[config.mk]
export PLATFORM = sky130hd
export DESIGN_NAME = realtank_soc_bus_out_arb
export DESIGN_NICKNAME = d
export VERILOG_FILES = /design/src/rtl/realtank_busmtx_pkg.sv /design/src/rtl/realtank_soc_rr_pick.sv /design/src/rtl/realtank_soc_bus_out_arb.sv
export SDC_FILE = /design/constraint.sdc
export NUM_CORES = 1
export LEC_CHECK = 0
export ABC_CLOCK_PERIOD_IN_PS = 6300
export CORE_MARGIN = 1
export CORE_UTILIZATION = 60
export CTS_BUF_LIST = sky130_fd_sc_hd__clkbuf_16
export DETAILED_ROUTE_END_ITERATION = 8
export DONT_BUFFER_PORTS = 1
export PLACE_DENSITY = 0.87
export SLEW_MARGIN = 20
export SYNTH_ARGS = -nofsm -noshare
export SYNTH_HDL_FRONTEND = slang
export SYNTH_HIERARCHICAL = 1
export SYNTH_SLANG_ARGS = --single-unit
export TNS_END_PERCENT = 5
[constraint.sdc]
create_clock -name HCLK -period 6.3 [get_ports HCLK]
set_input_delay 0.945 -clock HCLK [delete_from_list [all_inputs] [get_ports HCLK]]
set_output_delay 0.945 -clock HCLK [all_outputs]
set_load 0.02 [all_outputs]
[src/rtl/realtank_busmtx_pkg.sv]
// ---------------------------------------------------------------------------
// realtank_busmtx_pkg
//   Shared definitions for the bus-matrix output-port arbiter:
//   - htrans_t      : AHB HTRANS encodings
//   - arb_state_t   : output-port arbiter states
//   - DEFAULT_PORT_IDX : index reported while the output port is parked
//   - is_seq_or_busy() : true for HTRANS values that continue a burst
// ---------------------------------------------------------------------------
package realtank_busmtx_pkg;

    typedef enum logic [1:0] {
        HTRANS_IDLE   = 2'b00,
        HTRANS_BUSY   = 2'b01,
        HTRANS_NONSEQ = 2'b10,
        HTRANS_SEQ    = 2'b11
    } htrans_t;

    typedef enum logic [1:0] {
        PARK  = 2'b00,
        XFER  = 2'b01,
        BURST = 2'b10,
        LOCK  = 2'b11
    } arb_state_t;

    localparam int DEFAULT_PORT_IDX = 0;

    function automatic logic is_seq_or_busy(input logic [1:0] trans);
        return (trans == HTRANS_SEQ) || (trans == HTRANS_BUSY);
    endfunction

endpackage

[src/rtl/realtank_soc_rr_pick.sv]
// ---------------------------------------------------------------------------
// realtank_soc_rr_pick
//   Combinational rotate-priority encoder. Searches req starting at ptr+1
//   (modulo NUM_IN) and returns the first requester found.
//   Ports:
//     req    in  NUM_IN  request vector
//     ptr    in  IDX_W   index of the previous winner (must be < NUM_IN)
//     winner out IDX_W   selected index (0 when nothing found)
//     found  out 1       at least one request present
// ---------------------------------------------------------------------------
module realtank_soc_rr_pick #(
    parameter int NUM_IN = 3,
    parameter int IDX_W  = 3
) (
    input  logic [NUM_IN-1:0] req,
    input  logic [IDX_W-1:0]  ptr,
    output logic [IDX_W-1:0]  winner,
    output logic              found
);

    // cand[k] is the k-th index visited by the search; req_rot[k] its request.
    logic [IDX_W-1:0]  cand [NUM_IN];
    logic [NUM_IN-1:0] req_rot;

    generate
        for (genvar gi = 0; gi < NUM_IN; gi++) begin : g_cand
            localparam int OFS = gi + 1;
            logic [IDX_W:0] sum;
            logic           hit;

            // ptr < NUM_IN and OFS <= NUM_IN, so one conditional subtract
            // is enough to wrap back into 0..NUM_IN-1.
            assign sum = {1'b0, ptr} + (IDX_W+1)'(OFS);
            assign cand[gi] = (sum >= (IDX_W+1)'(NUM_IN))
                            ? IDX_W'(sum - (IDX_W+1)'(NUM_IN))
                            : sum[IDX_W-1:0];

            // Match against each legal index instead of indexing req directly,
            // so an index wider than needed can never select outside req.
            always_comb begin
                hit = 1'b0;
                for (int j = 0; j < NUM_IN; j++) begin
                    if (cand[gi] == IDX_W'(j)) begin
                        hit = req[j];
                    end
                end
            end
            assign req_rot[gi] = hit;
        end
    endgenerate

    // Walk from the far end so the earliest candidate in search order wins.
    always_comb begin
        found  = 1'b0;
        winner = '0;
        for (int k = NUM_IN - 1; k >= 0; k--) begin
            if (req_rot[k]) begin
                found  = 1'b1;
                winner = cand[k];
            end
        end
    end

endmodule

[src/rtl/realtank_soc_bus_out_arb.sv]
// ---------------------------------------------------------------------------
// realtank_soc_bus_out_arb
//   Round-robin arbiter for one bus-matrix output (slave) port. Picks one
//   input stage per address phase, holds the grant across bursts and locked
//   sequences, and tracks the data-phase owner.
//   Build option: define REALTANK_ARB_LOCK_EN to honour lock_in and build the
//   LOCK state; otherwise lock_in is ignored and locked transfers arbitrate
//   like ordinary ones.
//   Ports:
//     HCLK          in   AHB clock
//     HRESET        in   asynchronous reset, active high
//     req_in        in   per-input request (selected and not IDLE)
//     nonseq_in     in   per-input NONSEQ (burst start) indicator
//     lock_in       in   per-input HMASTLOCK
//     HTRANSM       in   HTRANS currently driven to the slave
//     HREADYM       in   HREADY of this output port
//     addr_in_port  out  address-phase owner index
//     data_in_port  out  data-phase owner index
//     no_port       out  no address-phase owner (slave sees IDLE)
//     active_out    out  one-hot address-phase owner flags
//     grant_valid   out  registered ~no_port for debug/perf counters
// ---------------------------------------------------------------------------
module realtank_soc_bus_out_arb
    import realtank_busmtx_pkg::*;
#(
    parameter int NUM_IN = 3,
    parameter int IDX_W  = 3
) (
    input  logic              HCLK,
    input  logic              HRESET,
    input  logic [NUM_IN-1:0] req_in,
    input  logic [NUM_IN-1:0] nonseq_in,
    input  logic [NUM_IN-1:0] lock_in,
    input  logic [1:0]        HTRANSM,
    input  logic              HREADYM,
    output logic [IDX_W-1:0]  addr_in_port,
    output logic [IDX_W-1:0]  data_in_port,
    output logic              no_port,
    output logic [NUM_IN-1:0] active_out,
    output logic              grant_valid
);

    arb_state_t       state_reg,   state_next;
    logic [IDX_W-1:0] addr_reg,    addr_next;
    logic [IDX_W-1:0] data_reg;
    logic [IDX_W-1:0] rr_ptr_reg,  rr_ptr_next;
    logic             no_port_reg, no_port_next;
    logic             grant_valid_reg;

    logic [NUM_IN-1:0] own_onehot;
    logic              req_own;
    logic              nonseq_own;
    logic              lock_own;
    logic              seq_busy;
    logic              do_arb;
    logic [IDX_W-1:0]  pick_idx;
    logic              pick_found;

    generate
        for (genvar gi = 0; gi < NUM_IN; gi++) begin : g_own
            assign own_onehot[gi] = (addr_reg == IDX_W'(gi));
            assign active_out[gi] = ~no_port_reg & own_onehot[gi];
        end
    endgenerate

    assign req_own    = |(req_in & own_onehot);
    assign nonseq_own = |(nonseq_in & own_onehot);
    assign seq_busy   = is_seq_or_busy(HTRANSM);

`ifdef REALTANK_ARB_LOCK_EN
    assign lock_own = |(lock_in & own_onehot);
`else
    logic unused_lock;
    assign unused_lock = ^lock_in;
    assign lock_own    = 1'b0;
`endif

    realtank_soc_rr_pick #(
        .NUM_IN (NUM_IN),
        .IDX_W  (IDX_W)
    ) u_pick (
        .req    (req_in),
        .ptr    (rr_ptr_reg),
        .winner (pick_idx),
        .found  (pick_found)
    );

    // Next-state: everything holds unless HREADYM completes the current beat.
    always_comb begin
        state_next   = state_reg;
        addr_next    = addr_reg;
        rr_ptr_next  = rr_ptr_reg;
        no_port_next = no_port_reg;
        do_arb       = 1'b0;

        if (HREADYM) begin
            case (state_reg)
                PARK: do_arb = 1'b1;
                XFER: begin
                    if (seq_busy) begin
                        state_next = BURST;
                    end else if (lock_own) begin
                        state_next = LOCK;
                    end else if (~req_own | nonseq_own) begin
                        do_arb = 1'b1;
                    end else begin
                        // Owner's next beat continues the burst.
                        state_next = BURST;
                    end
                end
                BURST: begin
                    // Release as soon as the owner's pending beat is not a
                    // continuation, so the next owner gets the slot without
                    // an idle gap.
                    if (~req_own | nonseq_own) begin
                        do_arb = 1'b1;
                    end
                end
`ifdef REALTANK_ARB_LOCK_EN
                LOCK: begin
                    if (~lock_own & ~seq_busy) begin
                        do_arb = 1'b1;
                    end
                end
`endif
                default: do_arb = 1'b1;
            endcase

            if (do_arb) begin
                if (pick_found) begin
                    state_next   = XFER;
                    addr_next    = pick_idx;
                    rr_ptr_next  = pick_idx;
                    no_port_next = 1'b0;
                end else begin
                    state_next   = PARK;
                    addr_next    = IDX_W'(DEFAULT_PORT_IDX);
                    no_port_next = 1'b1;
                end
            end
        end
    end

    always_ff @(posedge HCLK or posedge HRESET) begin
        if (HRESET) begin
            state_reg       <= PARK;
            addr_reg        <= '0;
            data_reg        <= '0;
            rr_ptr_reg      <= '0;
            no_port_reg     <= 1'b1;
            grant_valid_reg <= 1'b0;
        end else begin
            state_reg       <= state_next;
            addr_reg        <= addr_next;
            rr_ptr_reg      <= rr_ptr_next;
            no_port_reg     <= no_port_next;
            grant_valid_reg <= ~no_port_next;
            if (HREADYM) begin
                data_reg <= addr_reg;
            end
        end
    end

    assign addr_in_port = addr_reg;
    assign data_in_port = data_reg;
    assign no_port      = no_port_reg;
    assign grant_valid  = grant_valid_reg;

endmodule
==> impl_metrics.json <==
{
  "cp_max_fo": 27,
  "met1_usage": 0.312,
  "path_delay_family": "compound AO/OA/AOI/OAI gates",
  "rows": 16,
  "fin_skew_ps": 2.10,
  "port-buffer-count": 0,
  "synth-seq-area-share": 0.253,
  "final.setup.tns_ps": 0,
  "wl_mm": 2.67,
  "dr.pass1.iters": 4,
  "ys_seq_elements": 13,
  "end_kind": "register",
  "grt_busiest_layer": "met2",
  "r2r_end": "rr_ptr_reg[0]$_DFFE_PP0P_",
  "synth.top_cell.area_share": 0.232,
  "synth.avg_cell_area_um2": 9.10,
  "place_ws_ps": 2530,
  "crit_chain": "inv_1, ha_1, nor4_1, a32o_1, o311ai_4, nand3_1, and3_1, a41o_4, mux2_4",
  "avgRoutedWirePerCell_um": 16.0,
  "hp-class": "reg -> reg",
  "drive_gt1_frac": 0.129,
  "worst_pin_slew_ps": 954,
  "grt_pass1_vias": 981,
  "gp_congestion": 0.788,
  "seq_power_share": 0.224,
  "cap_violations": 0,
  "clkPwrFrac": 0.124,
  "synth_commonest_cells": "dfrtp_1, inv_1, ha_1, a21oi_1, nand2_1",
  "initial_core_util": 0.646,
  "slew_headroom": 0.355,
  "area_growth_pct": 5.90,
  "diodes": 0,
  "worstReg2RegStart": "rr_ptr_reg[0]$_DFFE_PP0P_",
  "yosysTopAreaCell": "dfrtp_1",
  "synth.area.top_cells": "dfrtp_1, ha_1, mux2_2",
  "placedInstanceArea_um2": 1290,
  "power.leakage_nw": 0.597,
  "status": "finished, final reports clean",
  "cts_buffers": 3,
  "antenna_found_initial": 0,
  "setup_ws_ps": 2460,
  "grt_use_met3": 0.0377,
  "dieArea_um2": 2340,
  "route.detailed.drc": 0,
  "internal_power_uw": 483,
  "cts.path.max_buffers": 2,
  "drv_slew": 0,
  "cp-start-kind": "register",
  "setup_viol": 0,
  "cts_hold_buf": 0,
  "clk_pin_slew_ps": 40,
  "vias_per_cell": 6.34,
  "insertion_delay_ps": 240,
  "swShare": 0.475,
  "critPathKind": "reg -> reg",
  "rsz0062_at_grt": "no",
  "min_to": "state_reg[1]$_DFFE_PP0P_",
  "grt_use_total": 0.240,
  "cts.repair.resized": 0,
  "drtIter0Drc": 22,
  "layout_min_cycle_time_ps": 3840,
  "grt_pass1_wl_mm": 4.40,
  "root_buffer": "clkbuf_16",
  "clock_sinks": 13,
  "coreArea_um2": 2000,
  "grt_util_met2": 0.408,
  "reg2regPathDepth": 9,
  "yosys_warnings": 6,
  "arrival_ps": 3960,
  "ys.flop_type": "dfrtp_1",
  "syn-num-nets": 166,
  "crit_required_ps": 6420,
  "synthArstFlopShare": 1.00,
  "hold_viol_final": 0,
  "cp_slowest_cell": "dfrtp_1",
  "combPwrFrac": 0.651,
  "fin_crit_sh": 0.609,
  "design_area_um2": 1370,
  "dr_total_vias": 1058,
  "p_total_uw": 921,
  "ioPinCount": 25,
  "crit_buf_inv": 1,
  "grt-ovfl-total": 0,
  "cts_tree": "yes",
  "netlist_area_um2": 1290,
  "synth_cells": 142,
  "grt_max_degree": 28,
  "cts_max_level": 1,
  "peakVddDrop_mv": 0.348,
  "ant_nets": 0,
  "yosysUniqueCellTypes": 50,
  "hold-path-cell-count": 1,
  "synth_edf_count": 0,
  "p_sw_uw": 438,
  "die_y_um": 48.4,
  "nFillCells": 163,
  "hold_start": "state_reg[1]$_DFFE_PP0P_",
  "max_stage_delay_ps": 850,
  "die_x_um": 48.4,
  "r2r_slack_ps": 2460,
  "fmax_mhz": 260,
  "cts_setup_buffers": 0,
  "power_density_nw_per_um2": 673,
  "hpwl_mm": 1.90,
  "nets": 165
}
## power groups by stage
stage,logic [mW],registers (mW),clock network [mW]
3_3_place_gp,0.570,0.204,0
2_1_floorplan,0.526,0.181,0
6_report,0.600,0.207,0.115
5_1_grt,0.661,0.213,0.123
4_1_cts,0.593,0.206,0.117
3_5_place_dp,0.585,0.207,0
## logic make-up (layout without fill, tap and decap cells)
logic type,Yosys count,after routing,synth area share
xor+xnor,8,8,0.0542
fa+ha+maj,10,10,0.0968
other cells,1,1,0.00290
buf+inv,18,16,0.0629
flops,13,13,0.253
simple gates,41,41,0.179
compound gates,39,39,0.241
mux,12,12,0.110
## worst register-to-register path: stages (launching register included)
cell and delay [ps]:
dfrtp_1 850, inv_1 280, ha_1 640, nor4_1 200, a32o_1 300, o311ai_4 350, nand3_1 260, and3_1 280
a41o_4 270, mux2_4 290
## cells in the final DEF (no fill, tap or decap), types with 2 or more instances in the layout
cell        n
o21ai_0     5
or3_1       2
nor4_1      4
nand3_1     5
a32oi_1     2
inv_1      13
nand4b_1    2
a22o_1      2
a21o_1      4
nand2_1     7
nor2b_1     4
mux2_4      3
clkbuf_16   3
xor2_1      2
dfrtp_1    12
nor3_1      2
nor2_1      6
mux2i_1     3
xnor2_1     6
a31oi_1     3
o211ai_1    3
a21oi_1     7
mux2_2      6
ha_1       10
nand4_1     2
## cell type report
type                       instances  area [um^2]  area share
clock inverter                     1         3.75     0.00274
inverter                          12         45.0      0.0329
sequential                        13          327       0.239
clock buffer                       3         75.1      0.0548
multi-input combinational        111          885       0.646
tap                               27         33.8      0.0247
## routing by layer
layer | part of all wire | routed length, um
met3 | 0.036 | 95
met4 | 0.0045 | 12
met1 | 0.47 | 1250
met2 | 0.49 | 1310
met5 | 0 | 0
## per-stage QoR
stage	util	std cells	hold WS, ps
2_1_floorplan	-	142	489
3_3_place_gp	0.644	163	515
3_5_place_dp	0.644	163	527
4_1_cts	0.684	167	538
5_1_grt	0.684	167	559
6_report	0.684	167	543
## worst max path at each step
stage                                         start                         to  slack [ps]  depth (start not counted)
after global routing      rr_ptr_reg[0]$_DFFE_PP0P_  rr_ptr_reg[1]$_DFFE_PP0P_        2200                          9
after detailed placement  rr_ptr_reg[0]$_DFFE_PP0P_  rr_ptr_reg[0]$_DFFE_PP0P_        2530                          9
after global placement    rr_ptr_reg[0]$_DFFE_PP0P_  rr_ptr_reg[0]$_DFFE_PP0P_        2640                          9
after CTS                 rr_ptr_reg[0]$_DFFE_PP0P_  rr_ptr_reg[0]$_DFFE_PP0P_        2510                          9
after floorplan           rr_ptr_reg[0]$_DFFE_PP0P_  rr_ptr_reg[0]$_DFFE_PP0P_        3440                         10
final                     rr_ptr_reg[0]$_DFFE_PP0P_  rr_ptr_reg[0]$_DFFE_PP0P_        2460                          9
Note: power is estimated with default switching activity, not from simulation.
